**src/rtl/uart_rx_ctrl_if.sv**
```systemverilog
// rtl/uart_rx_ctrl_if.sv - bundle of receiver, consumer and status signals for uart_rx_ctrl
//
// Purpose: groups everything except clk/rst_n that crosses the uart_rx_ctrl boundary.
// Signals:
//   rx_data[7:0], rx_status       : from the 16x UART receiver
//   out_data[7:0], out_valid      : show-ahead FIFO head to the consumer
//   out_ready                     : consumer accepts the head byte
//   level[AW:0]                   : bytes currently held
//   overrun, drop_cnt[7:0]        : sticky drop flag and saturating drop count
//   clr_err                       : clears overrun and drop_cnt
//   idle_pulse                    : one-cycle end-of-burst strobe
// Modports: slave = the controller, master = the environment driving it.

interface uart_rx_ctrl_if #(
  parameter int AW = 3
) ();
  logic [7:0]  rx_data;
  logic        rx_status;
  logic [7:0]  out_data;
  logic        out_valid;
  logic        out_ready;
  logic [AW:0] level;
  logic        overrun;
  logic [7:0]  drop_cnt;
  logic        clr_err;
  logic        idle_pulse;

  modport slave (
    input  rx_data, rx_status, out_ready, clr_err,
    output out_data, out_valid, level, overrun, drop_cnt, idle_pulse
  );

  modport master (
    output rx_data, rx_status, out_ready, clr_err,
    input  out_data, out_valid, level, overrun, drop_cnt, idle_pulse
  );
endinterface

```
**src/rtl/uart_rx_ctrl.sv**
```systemverilog
// rtl/uart_rx_ctrl.sv - UART receive-side byte queue with overrun tracking and idle timeout
//
// Purpose: captures each good frame from the receiver (rising edge of rx_status), queues the
// byte in a show-ahead FIFO drained by a valid/ready handshake, counts bytes dropped on a
// full FIFO, and optionally flags end-of-burst after IDLE_CYCLES clocks with no new byte.
// Ports:
//   clk        : 16x oversampling clock shared with the receiver
//   rst_n      : synchronous active-low reset
//   bus        : uart_rx_ctrl_if.slave (rx_data/rx_status in, out_* handshake, level,
//                overrun, drop_cnt, clr_err, idle_pulse)
// Parameters: DEPTH (power of two, >= 2), AW = log2(DEPTH), IDLE_CYCLES (1..65535).
// Optional feature: define UART_RX_TIMEOUT_EN to build the idle timer; otherwise
// idle_pulse is tied low.

module uart_rx_ctrl #(
  parameter int DEPTH       = 8,
  parameter int AW          = 3,
  parameter int IDLE_CYCLES = 320
) (
  input  logic           clk,
  input  logic           rst_n,
  uart_rx_ctrl_if.slave  bus
);

  localparam int LW = AW + 1;

  // Edge detect on rx_status; resetting rs_q to 1 means a line already high at reset
  // release never looks like a completed frame.
  logic rs_q, rs_d;
  logic cap;

  // FIFO state
  logic [AW-1:0] head_q, head_d;
  logic [AW-1:0] tail_q, tail_d;
  logic [LW-1:0] level_q, level_d;
  logic [7:0]    mem_q [DEPTH];
  logic [7:0]    mem_d [DEPTH];

  // Error state
  logic          overrun_q, overrun_d;
  logic [7:0]    drop_cnt_q, drop_cnt_d;
  logic [7:0]    drop_base;

  // Handshake decode
  logic out_valid;
  logic full;
  logic do_pop;
  logic do_push;
  logic do_drop;

  assign cap       = bus.rx_status & ~rs_q;
  assign out_valid = (level_q != '0);
  assign full      = (level_q == LW'(DEPTH));
  assign do_pop    = out_valid & bus.out_ready;
  // A pop in the same cycle frees a slot, so a full FIFO still accepts the byte.
  assign do_push   = cap & (~full | do_pop);
  assign do_drop   = cap & full & ~do_pop;

  always_comb begin
    rs_d       = bus.rx_status;
    head_d     = head_q;
    tail_d     = tail_q;
    level_d    = level_q;
    mem_d      = mem_q;
    overrun_d  = overrun_q;
    drop_cnt_d = drop_cnt_q;
    drop_base  = drop_cnt_q;

    if (do_push) begin
      mem_d[tail_q] = bus.rx_data;
      tail_d        = tail_q + AW'(1);
    end
    if (do_pop) begin
      head_d = head_q + AW'(1);
    end
    level_d = level_q + LW'(do_push) - LW'(do_pop);

    // clr_err and a drop in the same cycle: the clear applies first, then the drop
    // counts from zero, so the drop is never lost.
    if (bus.clr_err) begin
      overrun_d  = 1'b0;
      drop_cnt_d = '0;
      drop_base  = '0;
    end
    if (do_drop) begin
      overrun_d  = 1'b1;
      drop_cnt_d = (drop_base == 8'hFF) ? 8'hFF : drop_base + 8'd1;
    end
  end

  always_ff @(posedge clk) begin
    if (!rst_n) begin
      rs_q       <= 1'b1;
      head_q     <= '0;
      tail_q     <= '0;
      level_q    <= '0;
      overrun_q  <= 1'b0;
      drop_cnt_q <= '0;
    end else begin
      rs_q       <= rs_d;
      head_q     <= head_d;
      tail_q     <= tail_d;
      level_q    <= level_d;
      overrun_q  <= overrun_d;
      drop_cnt_q <= drop_cnt_d;
    end
  end

  // Storage needs no reset: out_data is gated by out_valid, so stale entries never show.
  always_ff @(posedge clk) begin
    mem_q <= mem_d;
  end

  assign bus.out_valid = out_valid;
  assign bus.out_data  = out_valid ? mem_q[head_q] : 8'h00;
  assign bus.level     = level_q;
  assign bus.overrun   = overrun_q;
  assign bus.drop_cnt  = drop_cnt_q;

`ifdef UART_RX_TIMEOUT_EN
  typedef enum logic {
    DISARMED = 1'b0,
    ARMED    = 1'b1
  } tmr_state_e;

  localparam logic [15:0] LAST = 16'(IDLE_CYCLES - 1);

  tmr_state_e  state_q, state_d;
  logic [15:0] cnt_q, cnt_d;
  logic        idle_pulse;

  always_ff @(posedge clk) begin
    if (!rst_n) begin
      state_q <= DISARMED;
      cnt_q   <= '0;
    end else begin
      state_q <= state_d;
      cnt_q   <= cnt_d;
    end
  end

  // cnt_q counts cycles since the capture cycle minus one, so the strobe lands exactly
  // IDLE_CYCLES clocks after the last capture. A capture always wins over the strobe.
  always_comb begin
    state_d    = state_q;
    cnt_d      = cnt_q;
    idle_pulse = 1'b0;
    if (cap) begin
      state_d = ARMED;
      cnt_d   = '0;
    end else begin
      case (state_q)
        ARMED: begin
          if (cnt_q == LAST) begin
            idle_pulse = 1'b1;
            state_d    = DISARMED;
          end else begin
            cnt_d = cnt_q + 16'd1;
          end
        end
        default: begin
          state_d = DISARMED;
        end
      endcase
    end
  end

  assign bus.idle_pulse = idle_pulse;
`else
  assign bus.idle_pulse = 1'b0;
`endif

endmodule

```
**src/flat_wrapper.sv**
```systemverilog
// flat-port wrapper written by rule: the top's interface ports become plain ports
module uart_rx_ctrl_flat 
#(
  parameter int DEPTH       = 8,
  parameter int AW          = 3,
  parameter int IDLE_CYCLES = 320
)
  (clk, rst_n, bus_rx_data, bus_rx_status, bus_out_ready, bus_clr_err, bus_out_data, bus_out_valid, bus_level, bus_overrun, bus_drop_cnt, bus_idle_pulse);
  uart_rx_ctrl_if #(.AW(AW)) bus_i ();
  input  logic clk;
  input  logic rst_n;
  input wire logic [$bits(bus_i.rx_data)-1:0] bus_rx_data;
  input wire logic [$bits(bus_i.rx_status)-1:0] bus_rx_status;
  input wire logic [$bits(bus_i.out_ready)-1:0] bus_out_ready;
  input wire logic [$bits(bus_i.clr_err)-1:0] bus_clr_err;
  output wire logic [$bits(bus_i.out_data)-1:0] bus_out_data;
  output wire logic [$bits(bus_i.out_valid)-1:0] bus_out_valid;
  output wire logic [$bits(bus_i.level)-1:0] bus_level;
  output wire logic [$bits(bus_i.overrun)-1:0] bus_overrun;
  output wire logic [$bits(bus_i.drop_cnt)-1:0] bus_drop_cnt;
  output wire logic [$bits(bus_i.idle_pulse)-1:0] bus_idle_pulse;
  assign bus_i.rx_data = bus_rx_data;
  assign bus_i.rx_status = bus_rx_status;
  assign bus_i.out_ready = bus_out_ready;
  assign bus_i.clr_err = bus_clr_err;
  assign bus_out_data = bus_i.out_data;
  assign bus_out_valid = bus_i.out_valid;
  assign bus_level = bus_i.level;
  assign bus_overrun = bus_i.overrun;
  assign bus_drop_cnt = bus_i.drop_cnt;
  assign bus_idle_pulse = bus_i.idle_pulse;
  uart_rx_ctrl #(.DEPTH(DEPTH), .AW(AW), .IDLE_CYCLES(IDLE_CYCLES)) u_core (.clk(clk), .rst_n(rst_n), .bus(bus_i));
endmodule
```
**config.mk**
```make
export PLATFORM = sky130hd
export DESIGN_NAME = uart_rx_ctrl_flat
export DESIGN_NICKNAME = d
export VERILOG_FILES = /design/src/rtl/uart_rx_ctrl_if.sv /design/src/rtl/uart_rx_ctrl.sv /design/src/flat_wrapper.sv
export SDC_FILE = /design/constraint.sdc
export NUM_CORES = 1
export LEC_CHECK = 0
export ABC_CLOCK_PERIOD_IN_PS = 2550
export CAP_MARGIN = 20
export CORE_MARGIN = 10
export CORE_UTILIZATION = 40
export CTS_BUF_LIST = sky130_fd_sc_hd__clkbuf_2 sky130_fd_sc_hd__clkbuf_4 sky130_fd_sc_hd__clkbuf_8
export DETAILED_ROUTE_END_ITERATION = 10
export PLACE_DENSITY = 0.71
export REMOVE_ABC_BUFFERS = 1
export SLEW_MARGIN = 20
export SYNTH_ARGS = -nofsm -noshare
export SYNTH_HDL_FRONTEND = slang
export SYNTH_SLANG_ARGS = --single-unit
```
**constraint.sdc**
```tcl
create_clock -name clk -period 2.55 [get_ports clk]
set_input_delay 0.255 -clock clk [delete_from_list [all_inputs] [get_ports clk]]
set_output_delay 0.255 -clock clk [all_outputs]
set_load 0.005 [all_outputs]
```
==> run metrics <==
status=complete, no violations; per-cell routed wire length=approximately 17 µm; Yosys Warn Count=0; leakage power=1.46 nW; antenna-violating nets left=0; Sw Ratio=between 20% and 30%; Initial Util=roughly two fifths; Power per Cell Area=~800 nW/µm²; final core occ=slightly below 50%; R2R Setup Slk=0.40 ns; Synth area leader=edfxtp_1; Slew @ Worst Pin=approximately 0.61 ns; most common cell in the netlist=edfxtp_1; Crit path largest cell delay=about 0.56 ns; cell-internal power=0.00255 W; core area=8760 µm²; CTS H-tree depth=3; sequential share of the synthesized area=between 60% and 70%; Synth Cell Area=between 3000 and 4000 µm²; kind of critical path=register to output pin; setup_tns=0 ns; DR DRC count=0; NetSw=approximately 0.00093 W; Comb power frac=between 20% and 30%; # diodes=0; Crit Path Max Fanout=16; initial antenna violation count=0; CP Cell Sequence=buf_12, mux4_1, mux2i_1, nor2_1, clkdlybuf4s50_1; via count=around 2100; 1st-iter DRT viols=approximately 140; Flop pwr share=44.8%; top-area cell type share of the netlist area=a little over half; # Max-Cap Violations=0; GRT Resource Usage Total=between 10% and 20%; Worst setup SP type=register; clock power share=27.2%; start of the worst register-to-register path=u_core.bus.level[2]$_SDFF_PN0_; clock root buffer=clkbuf_8; crit path time final=between 2 and 2.5 ns; IO Pins=36; EDFF count, synth=64; post-synth cell types=45; worst hold slack=~0.55 ns; total wire length=6.67 mm; CTS tree=done; TritonCTS sink count=84; M3 GR Usage=2.40%; post-synthesis register bit count=84; design area=4340 µm²; Area after DPL=4140 µm²; Final Power=around 0.0035 W; critical path's slowest cell=mux4_1; count of buffers from port buffering=34; CP startpoint=u_core.head_q[0]$_SDFFE_PN0P_; mean area per synthesized cell=approximately 15 µm²; Rel. slew slack=between 50% and 60%; Hold Vio Cnt, Final=0; busiest grt layer=met2; CTS buffer count=9; row count=34; maximum operating frequency=0.410 GHz; Commonest cells post-synth=edfxtp_1 (64), dfxtp_1 (20), nor2_1 (16); Vias/cell=between 5 and 6; clock slew seen by the registers of the worst setup and hold paths=0.08 ns; Area contributors post-synth=edfxtp_1 (53%), dfxtp_1 (11%), mux4_2 (5.6%); crit path DAT=roughly 2.2 ns; critical path endpoint category=output pin; HP Start=bus_rx_status; Gate Count Post-Synth=around 240; first-pass GRT wire length=between 10 and 15 mm; FFs w/ async S/R, synth=0%; clock latency on the worst-skew pair=0.35 ns; DP HPWL=around 4.6 mm; DRT Pass-1 Iters=4; HP Class=input pin to register; Post-synth top flop=edfxtp_1; vias in the first global route=roughly 2100; Layout area overhead=19.6%; Final setup viols=0; share of cells above drive strength 1=between 10% and 20%; Die Y=115 µm; Tcrit/Tclk final=95.8%; CTS Hold Bufs=0; met2 Use GR=between 10% and 20%; die area=13300 µm²; Worst EP required=~2.3 ns; Worst VDD drop=around 0.33 mV; Clock Skews=about 0.0095 ns; Clock Tree Buf Depth=2; met1 usage=approximately 13%; Final Net Count=305; largest net degree at the start of global routing=19; Slew Limit Fails=0; unrepaired setup endpoints after global routing=no; Placer Congestion=0.725; GRT overflow=0; die width=115 µm
==> flip-flops by register name (all words and copies together) (netlist names) <==
register             flops
u_core.bus.drop_cnt      8
u_core.bus.level         4
u_core.bus.overrun       1
u_core.head_q            3
u_core.mem_q            64
u_core.rs_q              1
u_core.tail_q            3
==> final timing paths <==
check,to,depth (start not counted)
worst max-delay path,bus_out_data[1],5
worst min-delay path,u_core.rs_q$_SDFF_PN1_,2
worst max register to register,u_core.bus.level[2]$_SDFF_PN0_,9
worst min register to register,u_core.head_q[0]$_SDFFE_PN0P_,2
==> worst max-delay path, delay by kind of cell, from the launching register on <==
family	cells	cell delay (ns)
and+or+nand+nor	1	0.06
DFF	1	0.38
buffers and inverters	2	0.63
muxes	2	0.77
==> power by group through the flow <==
stage | clock network [W] | logic (W) | registers, W
2_1_floorplan | 0 | 0.000487 | 0.00164
3_3_place_gp | 0 | 0.000983 | 0.00159
3_5_place_dp | 0 | 0.000996 | 0.00159
4_1_cts | 0.000968 | 0.00100 | 0.00156
5_1_grt | 0.00103 | 0.00109 | 0.00157
6_report | 0.000946 | 0.000975 | 0.00156
==> layout make-up <==
class / instances / area, µm²
Multi-Input combinational cell: 134 / 1200
Sequential cell: 84 / 2320
Fill cell: 723 / 4420
Clock inverter: 6 / 71.3
Timing Repair Buffer: 47 / 450
Clock buffer: 10 / 131
Inverter: 7 / 26.3
Tap cell: 108 / 135
==> kinds of logic (layout without fill, tap and decap cells) <==
group | Yosys count | after routing | synth area share, %
buffers and inverters | 18 | 70 | 2.86
XOR/XNOR | 6 | 6 | 1.45
AO/OA/AOI/OAI | 17 | 17 | 3.07
multiplexers | 26 | 26 | 13.5
other | 1 | 1 | 0.103
adder cells (fa/ha/maj) | 9 | 9 | 3.31
AND/OR/NAND/NOR | 75 | 75 | 11.7
flip-flops | 84 | 84 | 64.0
==> through the flow <==
step | worst slack [ns] | std cells
after CTS | 0.0182 | 396
after global placement | 0.372 | 380
after detailed placement | 0.328 | 380
final | 0.108 | 396
after floorplan | 0.350 | 225
after global routing | 0.0464 | 396
==> routing by layer <==
metal  part of all wire, %  up-vias
li1                      -      989
met1                    43     1031
met2                    50       49
met3                   4.6       12
met4                   2.3        0
met5                     0        -
==> placed cells by master, fill, tap and decap left out, drive strengths merged, types with 4 or more instances in the layout <==
master and n:
mux4 16, xnor2 4, nand2 8, buf 13
clkbuf 10, nor2 16, a21oi 5, nor2b 6
and2 5, clkdlybuf4s50 34, nand3 7, edfxtp 64
dfxtp 20, ha 8, mux2i 9, inv 9
nand2b 9, nor3 7
==> timing repair <==
action | in CTS | in global routing
buffers inserted | 0 | 0
gates resized for setup | 0 | 1
setup endpoints to repair | 0 | 2
No activity file was read; power rests on OpenSTA's default activity.
